`src/rtl/ahb2_pkg.sv`:
```
// ahb2_pkg: AHB2 HTRANS/HBURST/HRESP encodings and burst length helper.
package ahb2_pkg;
  localparam logic [1:0] HTRANS_IDLE   = 2'b00;
  localparam logic [1:0] HTRANS_BUSY   = 2'b01;
  localparam logic [1:0] HTRANS_NONSEQ = 2'b10;
  localparam logic [1:0] HTRANS_SEQ    = 2'b11;
  localparam logic [2:0] HBURST_SINGLE = 3'b000;
  localparam logic [2:0] HBURST_INCR   = 3'b001;
  localparam logic [2:0] HBURST_WRAP4  = 3'b010;
  localparam logic [2:0] HBURST_INCR4  = 3'b011;
  localparam logic [2:0] HBURST_WRAP8  = 3'b100;
  localparam logic [2:0] HBURST_INCR8  = 3'b101;
  localparam logic [2:0] HBURST_WRAP16 = 3'b110;
  localparam logic [2:0] HBURST_INCR16 = 3'b111;
  localparam logic [1:0] HRESP_OKAY    = 2'b00;
  localparam logic [1:0] HRESP_ERROR   = 2'b01;
  localparam logic [1:0] HRESP_RETRY   = 2'b10;
  localparam logic [1:0] HRESP_SPLIT   = 2'b11;
  // Undefined-length bursts report 0: they never pin the grant.
  function automatic logic [4:0] burst_beats(logic [2:0] hburst);
    return (hburst == HBURST_WRAP4  || hburst == HBURST_INCR4)  ? 5'd4  :
           (hburst == HBURST_WRAP8  || hburst == HBURST_INCR8)  ? 5'd8  :
           (hburst == HBURST_WRAP16 || hburst == HBURST_INCR16) ? 5'd16 : 5'd0;
  endfunction
endpackage

```
`src/rtl/ahb2_rr_picker.sv`:
```
// ahb2_rr_picker: combinational rotate-priority one-hot picker, search starts after i_last.
module ahb2_rr_picker #(
  parameter int N = 4,
  localparam int LW = $clog2(N)
) (
  input  logic [N-1:0]  i_req,
  input  logic [LW-1:0] i_last,
  output logic [N-1:0]  o_gnt,
  output logic          o_valid
);
  always_comb begin
    o_gnt = '0;
    o_valid = 1'b0;
    for (int k = 1; k <= N; k++)
      if (!o_valid && i_req[(int'(i_last) + k) % N]) begin
        o_gnt[(int'(i_last) + k) % N] = 1'b1;
        o_valid = 1'b1;
      end
  end
endmodule

```
`src/rtl/ahb2_arbiter.sv`:
```
// ahb2_arbiter: round-robin AHB2 arbiter that never breaks fixed bursts or locked sequences,
// parking on DEFAULT_MASTER when idle.
module ahb2_arbiter
  import ahb2_pkg::*;
#(
  parameter int NUM_MASTERS = 4,
  parameter int DEFAULT_MASTER = 0,
  localparam int MW = $clog2(NUM_MASTERS)
) (
  input  logic                   hclk,
  input  logic                   hreset_n,
  input  logic [NUM_MASTERS-1:0] hbusreq_i,
  input  logic [NUM_MASTERS-1:0] hlock_i,
  input  logic [1:0]             htrans_i,
  input  logic [2:0]             hburst_i,
  input  logic                   hready_i,
  input  logic [1:0]             hresp_i,
  output logic [NUM_MASTERS-1:0] hgrant_o,
  output logic [MW-1:0]          hmaster_o,
  output logic                   hmastlock_o
);
  localparam logic [NUM_MASTERS-1:0] DEF_GNT = NUM_MASTERS'(1) << DEFAULT_MASTER;
  logic [4:0]             r_cnt;
  logic [4:0]             w_beats;
  logic [4:0]             w_cnt_d;
  logic [MW-1:0]          w_gidx;
  logic [NUM_MASTERS-1:0] w_pick;
  logic                   w_valid;
  logic                   w_rearb;
  always_comb begin
    w_gidx = '0;
    for (int i = 0; i < NUM_MASTERS; i++)
      if (hgrant_o[i]) w_gidx = MW'(i);
  end
  assign w_beats = burst_beats(hburst_i);
  // Non-OKAY responses (incl. RETRY/SPLIT) terminate the burst so the bus may move.
  assign w_cnt_d = (hresp_i != HRESP_OKAY)     ? 5'd0 :
                   (htrans_i == HTRANS_NONSEQ) ? ((w_beats == 5'd0) ? 5'd0 : w_beats - 5'd1) :
                   (htrans_i == HTRANS_SEQ)    ? ((r_cnt == 5'd0) ? 5'd0 : r_cnt - 5'd1) :
                   (htrans_i == HTRANS_BUSY)   ? r_cnt : 5'd0;
  assign w_rearb = (w_cnt_d <= 5'd1) && !hlock_i[w_gidx];
  ahb2_rr_picker #(.N(NUM_MASTERS)) u_picker (
    .i_req   (hbusreq_i),
    .i_last  (w_gidx),
    .o_gnt   (w_pick),
    .o_valid (w_valid)
  );
  always_ff @(posedge hclk) begin
    if (!hreset_n) begin
      hgrant_o    <= DEF_GNT;
      hmaster_o   <= MW'(DEFAULT_MASTER);
      hmastlock_o <= 1'b0;
      r_cnt       <= 5'd0;
    end else if (hready_i) begin
      hmaster_o   <= w_gidx;
      hmastlock_o <= hlock_i[w_gidx];
      r_cnt       <= w_cnt_d;
      if (w_rearb) hgrant_o <= w_valid ? w_pick : DEF_GNT;
    end
  end
endmodule

```
`config.mk`:
```
export PLATFORM = sky130hd
export DESIGN_NAME = ahb2_arbiter
export DESIGN_NICKNAME = d
export VERILOG_FILES = /design/src/rtl/ahb2_pkg.sv /design/src/rtl/ahb2_rr_picker.sv /design/src/rtl/ahb2_arbiter.sv
export SDC_FILE = /design/constraint.sdc
export NUM_CORES = 1
export LEC_CHECK = 0
export BUFFER_PORTS_ARGS = -buffer_cell sky130_fd_sc_hd__buf_2
export CORE_MARGIN = 2
export CORE_UTILIZATION = 50
export CTS_CLUSTER_DIAMETER = 30
export CTS_CLUSTER_SIZE = 10
export DETAILED_ROUTE_END_ITERATION = 6
export GPL_ROUTABILITY_DRIVEN = 0
export PLACE_DENSITY = 0.74
export SLEW_MARGIN = 20
export SYNTH_ARGS = -nofsm -noshare
export SYNTH_HDL_FRONTEND = slang
export SYNTH_SLANG_ARGS = --single-unit
```
`constraint.sdc`:
```
create_clock -name hclk -period 2.8 [get_ports hclk]
set_input_delay 0.56 -clock hclk [delete_from_list [all_inputs] [get_ports hclk]]
set_output_delay 0.56 -clock hclk [all_outputs]
set_load 0.1 [all_outputs]
```
* Yosys cells after proc, flatten, opt, wreduce, memory -nomap -nowiden
Index checks and enable logic that the tools add are counted.
Word-level totals: output and inout bits 7, bits of input ports 18, register bits 12, logic and storage cells 102
Operators by class: equality and inequality tests 9, add/subtract/negate cells 6, magnitude comparators 10, bitwise gates (word level) 7, muxes and demuxes 43, reductions and logical operators 23
Operators by type and width (number):
- 5-bit two-way mux | 9
- 4-bit two-way mux | 5
- 1-bit two-way mux | 18
- 3-bit by 4-bit less-than comparator with 1-bit output (second input constant) | 4
- 3-bit == test (second input constant) | 4
- 3-bit by 1-bit >= comparator with 1-bit output (second input constant) | 4
- 4-bit bitwise OR | 3
- 1-bit binary-select mux with 2-bit select | 5
- 5-bit logical NOT | 2
- 5-bit by 1-bit subtractor with 5-bit output (second input constant) | 2
- 1-bit demux with 2-bit select | 4
- 1-bit logical AND | 8
- 2-bit OR reduction | 4
- 3-bit by 2-bit == test with 1-bit output (second input constant) | 2
- 5-bit by 1-bit <= comparator with 1-bit output (second input constant) | 1
- 2-bit by 1-bit adder with 2-bit output (second input constant) | 2
- 2-bit adder (second input constant) | 2
- 1-bit AND (first input constant) | 4
- 2-bit == test (second input constant) | 2
- 1-bit logical NOT | 4
- 2-bit two-way mux | 2
- 1-bit logical OR | 3
- 2-bit by 3-bit less-than comparator with 1-bit output (second input constant) | 1
- 2-bit by 1-bit == test with 1-bit output (second input constant) | 1
- 2 further kinds | 2

* Longest topological paths before layout
depth after elaboration 20, mapped depth 11, mapped depth without buffers 10

* Modules after synthesis
Synthesis repeated with hierarchy kept, for this count alone.
Unflattened totals: cells, all modules 138, area total of the unflattened synthesis 1187.4 sq um
By module, submodules not included:
- ahb2_arbiter | instances 1, area each 772.0 sq um, sequential area each 240.2 sq um, cells an instance 90
- ahb2_rr_picker | instances 1, area each 415.4 sq um, sequential area each 0.0 sq um, cells an instance 48

* Worst setup path before layout
OpenSTA, ideal clock, no wires.
path type register -> register, from register hgrant_o[2], to register hgrant_o[0], path buffers 0, clock period less this slack 2.906 ns, setup time 0.132 ns, stages on the path, launching flop included 9, required time 2.668 ns, arrival 2.774 ns, path slack -0.106 ns, cell sequence dfxtp_1 -> and2b_4 -> nor2_8 -> inv_1 -> ha_1 -> mux4_2 -> and2_1 -> o41ai_2 -> nand3_1
Between the ends: longest elaborated chain between the ends 17, elaborated cells on any way between the ends 69, those cells by class 4 x add/sub; 8 x order compare; 33 x mux; 7 x bitwise; 17 x reduce/logical
RTL lines:
- start, declared | RTL line ahb2_arbiter.sv:18 | output logic [NUM_MASTERS-1:0] hgrant_o,
- start signal, assigned | RTL line ahb2_arbiter.sv:58 | if (w_rearb) hgrant_o <= w_valid ? w_pick : DEF_GNT;
- 2-bit two-way mux (*) (2 in series) | RTL line ahb2_arbiter.sv:33 | if (hgrant_o[i]) w_gidx = MW'(i);
- net u_picker.i_last[0] | RTL line ahb2_rr_picker.sv:7 | input logic [LW-1:0] i_last,
- 2-bit by 1-bit adder with 2-bit output | RTL line ahb2_rr_picker.sv:15, ahb2_rr_picker.sv:16
- 2-bit OR reduction (no source line) or 1-bit binary-select mux with 2-bit select (tied branches)
- 1-bit AND (no source line) or 1-bit two-way mux (tied branches)
- 3-bit by 4-bit less-than comparator with 1-bit output (implied by the code), or another cell as far along | RTL line ahb2_rr_picker.sv:16 | o_gnt[(int'(i_last) + k) % N] = 1'b1;
- 1-bit logical AND (implied by the code) or 1-bit two-way mux (tied branches) | RTL line ahb2_rr_picker.sv:16, ahb2_rr_picker.sv:15
- 1-bit two-way mux (implied by the code) or 1-bit logical NOT (tied branches) | RTL line ahb2_rr_picker.sv:16, ahb2_rr_picker.sv:15
- 1-bit demux with 2-bit select or 1-bit logical AND (tied branches)
- 4-bit two-way mux or 1-bit two-way mux (tied branches) | RTL line ahb2_rr_picker.sv:15 | if (!o_valid && i_req[(int'(i_last) + k) % N]) begin
- 4-bit bitwise OR (no source line) or 1-bit logical NOT (tied branches)
- 4-bit two-way mux or 1-bit logical AND (tied branches) | RTL line ahb2_rr_picker.sv:15
- 4-bit bitwise OR (no source line) or 1-bit two-way mux (tied branches)
- 4-bit two-way mux or 1-bit logical NOT (tied branches) | RTL line ahb2_rr_picker.sv:15
- 4-bit bitwise OR (no source line) or 1-bit logical AND (tied branches)
- 4-bit two-way mux or 1-bit two-way mux (tied branches) | RTL line ahb2_rr_picker.sv:15
- 4-bit two-way mux | RTL line ahb2_arbiter.sv:58
Mark *: on every way through the listed nets, which the timed path passes. The rest lies on a longest branch. The select of a mux whose other input is x is not followed. A chain may end at the register's enable or synchronous reset.

* Worst setup path after layout
from register hgrant_o[2], to register hgrant_o[1]
Same word-level chain as after synthesis.

==> results.md <==
- The worst setup path is launched from a flop.
- The number of routed nets with antenna violations is 0.
- The ratio of routed vias to standard cells is 5.930.
- The post-route fraction of the period consumed by the critical path is 88.29%.
- The latest clock arrival within the worst-skew pair is 270 ps.
- The number of nets in the synthesized netlist is 163.
- The number of enable-type register cells in the synthesized netlist is 0.
- Compared with the post-synthesis result, the final layout area differs by 13.28%.
- The hold buffer count at CTS is 0.
- After synthesis, the share of flip-flops with an asynchronous set or reset is 0%.
- The number of I/O port buffers is 23.
- The count of instances resized after the clock tree is built is 0.
- The worst clock skew is 2.561 ps.
- In the routed design, unresolved DRC markers number 0.
- The number of different library cells in the post-synthesis netlist is 48.
- The post-synthesis instance area is 1169 um^2.
- The count of inserted antenna diode cells is 0.
- The proportion of layout cells with a drive suffix above 1 is 23.57%.
- Dividing total power by cell area gives a power density of 572.7 nW/um^2.
- The completed layout was analyzed and its total power is 0.0007582 W.
- The critical path endpoint category is a flop.
- Summing the areas of all and, or, nand and nor instances in the mapped netlist gives 29.12% of the synthesized area.
- The dominant combinational cell family by area after synthesis is simple AND/OR/NAND/NOR gates.
- A synthesized cell averages 8.593 um^2.
- The routed design could run at a clock period as short as 2472 ps.
- The portion of synthesized area spent on multiplexers is 9.743%.
- The worst hold path terminates at hmaster_o[1].
- In the synthesized netlist the dominant register cell turns out to be dfxtp_1.
- In this run the clock root is driven by a clkbuf_4.
- Setup violations remaining at the end of the flow were counted as 0.
- The kind of path behind the tightest hold check is flop to flop.
- The die covers 2740 um^2.
- The kind of critical path is flop to flop.
- The final max-slew violation count was 0.
- The initial antenna violation count is 0.
- CTS built an H-tree with a depth of 1.
- The number of synthesis warnings is 0.
- The maximum clock path buffer count is 2.
- Counting instances in the post-synthesis netlist gives the leading cell types as 12 x dfxtp_1, 10 x nand2_1, 10 x nor2b_1.
- The length in cells of the worst reg-to-reg path is 8.
- The post-CTS clock slew at the launch and capture registers of the worst setup and hold paths is 80 ps.
- The floorplan row count is 17.
- In this run the standard cell core region covers 2212 um^2.
- The length of the first detailed-routing pass in iterations is 4.
- For this run, the top clock speed supported by timing is 404.5 MHz.
- Data on the critical path is required at its endpoint by 2950 ps.
- The final-report hold violation count is 0.
- The flow ran to the end, and the final reports show no timing, DRC or antenna violations.
- The maximum vdd ir drop is 0.4155 mV.
- For the pin with the worst max-slew slack, the measured transition is 531.9 ps.
- The headroom to the max-slew limit is 64.43%.
- In this run, synthesis produced a sequential element count of 12.
- The die is 52.35 um wide.
- Once the clock tree was built, the setup fixing pass inserted 0 buffers.
- The starting density of the core is 52.83%.
- Once detailed placement completed, the half-perimeter wirelength came to 2015 um.
- After the last flow step, the layout net total stands at 185.
- Entering global routing, the biggest net connects 12 pins.
- The first-pass GRT wire length is 4222 um.
- Of all nets on the critical path, the largest fanout is 9.
- Among all cell types in the netlist, the one instantiated most often is dfxtp_1.
- The synthesized netlist devotes 0.7495% of its cell area to XOR and XNOR gates.
- At the worst endpoint, the arrival time is 2620 ps.
- Counting the buffers created by CTS gives 3.
- Setup total negative slack on the finished layout was measured at 0 ps.
- Synthesis produced 136 cells.
- The reg-to-reg setup timing slack is 330 ps.
- The wire length after detailed routing is 2595 um.
- The post-synthesis compound-gate area fraction is 23.77%.
- The area share of fa/ha/maj cells after synthesis is 9.636%.
- After the first detailed-routing iteration, the DRC count stood at 25.
- The startpoint of the worst register-to-register path is hgrant_o[2].
- Along the worst hold path, the cell count comes to 1.
- The number of inserted filler cells in the final layout is 208.
- By area the synthesized netlist is led by dfxtp_1 21%, ha_1 9.6%, mux2i_1 6.9%, nor2b_1 5.4%, nand2_1 3.2%.
- The number of clock sinks is 12.
- Setup repair after global routing left no endpoint under its margin.
- The startpoint of the tightest hold check path is hmaster_o[1].
- Global routing finished with a remaining overflow of 0.
- The endpoint identified for the worst register-to-register timing path is hgrant_o[1].
- The number of vias after detailed routing is 1097.
- The max capacitance violation total is 0.
- Across every metal layer, demand over resource in global routing totals 20.38%.
- The via count of the first global-routing pass is 989.
- The cell accounting for the most synthesized area is dfxtp_1.
- Summing the sequential cell areas from Yosys gives 20.56% of the chip area.
- The die outline height is 52.35 um.
- TritonCTS built the clock tree.
- After detailed routing, the average wire length per cell comes to 14.03 um.
- The leakage power of the design is 0.6040 nW.
- The boundary pin count is 25.
- The share of Yosys cell area claimed by the top area cell type is 20.56%.
[kinds of logic after synthesis]
family	count (synthesis)
buf+inv	16
simple gates	53
fa+ha+maj	9
flops	12
compound gates	35
mux	10
xor+xnor	1
[cell type report]
class                           instances  area, um^2  share of cell area (%)
Multi-Input combinational cell        108       853.3                   64.46
Sequential cell                        12       242.7                   18.34
Timing Repair Buffer                   24       122.6                   9.263
Clock buffer                            4       36.28                   2.741
Tap cell                               28       35.03                   2.647
Inverter                                9       33.78                   2.552
[worst max path at each step]
stage,startpoint,slack (ps),to,cells past startpoint
global placement,hgrant_o[2],430,hgrant_o[1],8
global route,hgrant_o[2],160,hgrant_o[1],10
floorplan,hgrant_o[3],6,hgrant_o[0],8
finish,hgrant_o[2],330,hgrant_o[1],8
detailed placement,hgrant_o[2],370,hgrant_o[1],8
CTS,hgrant_o[2],350,hgrant_o[1],8
[through the flow]
| stage | utilization, % | worst slack (ps) | area [um^2] | hold slack (ps) | std cells |
|---|---|---|---|---|---|
| after global routing | 59.84 | 163.6 | 1324 | 510.5 | 185 |
| after CTS | 59.84 | 353.5 | 1324 | 484.6 | 185 |
| after detailed placement | 58.20 | 366.4 | 1287 | 466.7 | 181 |
| after floorplan | - | 6.075 | 1171 | 488.2 | 136 |
| final | 59.84 | 328.0 | 1324 | 481.6 | 185 |
| after global placement | 58.20 | 431.0 | 1287 | 458.1 | 181 |
[where the power goes]
part / internal, W / switching [W]
logic: 0.000148 / 0.000267
clock network: 0.0000791 / 0.0000579
registers: 0.000186 / 0.0000195
total: 0.000413 / 0.000345
[cell usage in the layout, fill, tap and decap left out, drive strengths merged, types with 7 or more instances in the layout]
cell,netlist,routed
nor2,10,10
o21ai,7,7
inv,9,9
nor2b,10,10
mux2i,8,8
buf,3,24
dfxtp,12,12
nand2,10,10
ha,9,9
[worst max-delay path: stages (launching register included)]
cell and delay, ps:
dfxtp_2 390, and2b_4 230, nor2_8 180, inv_1 130
ha_1 370, mux4_2 380, a22o_1 260, a221oi_1 290
o2bb2ai_1 120
[sequential cells by signal (all words and copies together), names as in the netlist]
register and cells:
r_cnt 5, hgrant_o 4, hmaster_o 2, hmastlock_o 1
[metal layers]
layer  vias to the layer above  share of wire, %  track usage, %  wire length, um
met5                         -                 0               0                0
met4                         0              0.54           3.846               14
met3                         2               4.1           4.286              106
met2                        27                51           37.50             1335
met1                       523                44           24.13             1137
li1                        545                 -               -                -
(Power assumes the default switching activity.)
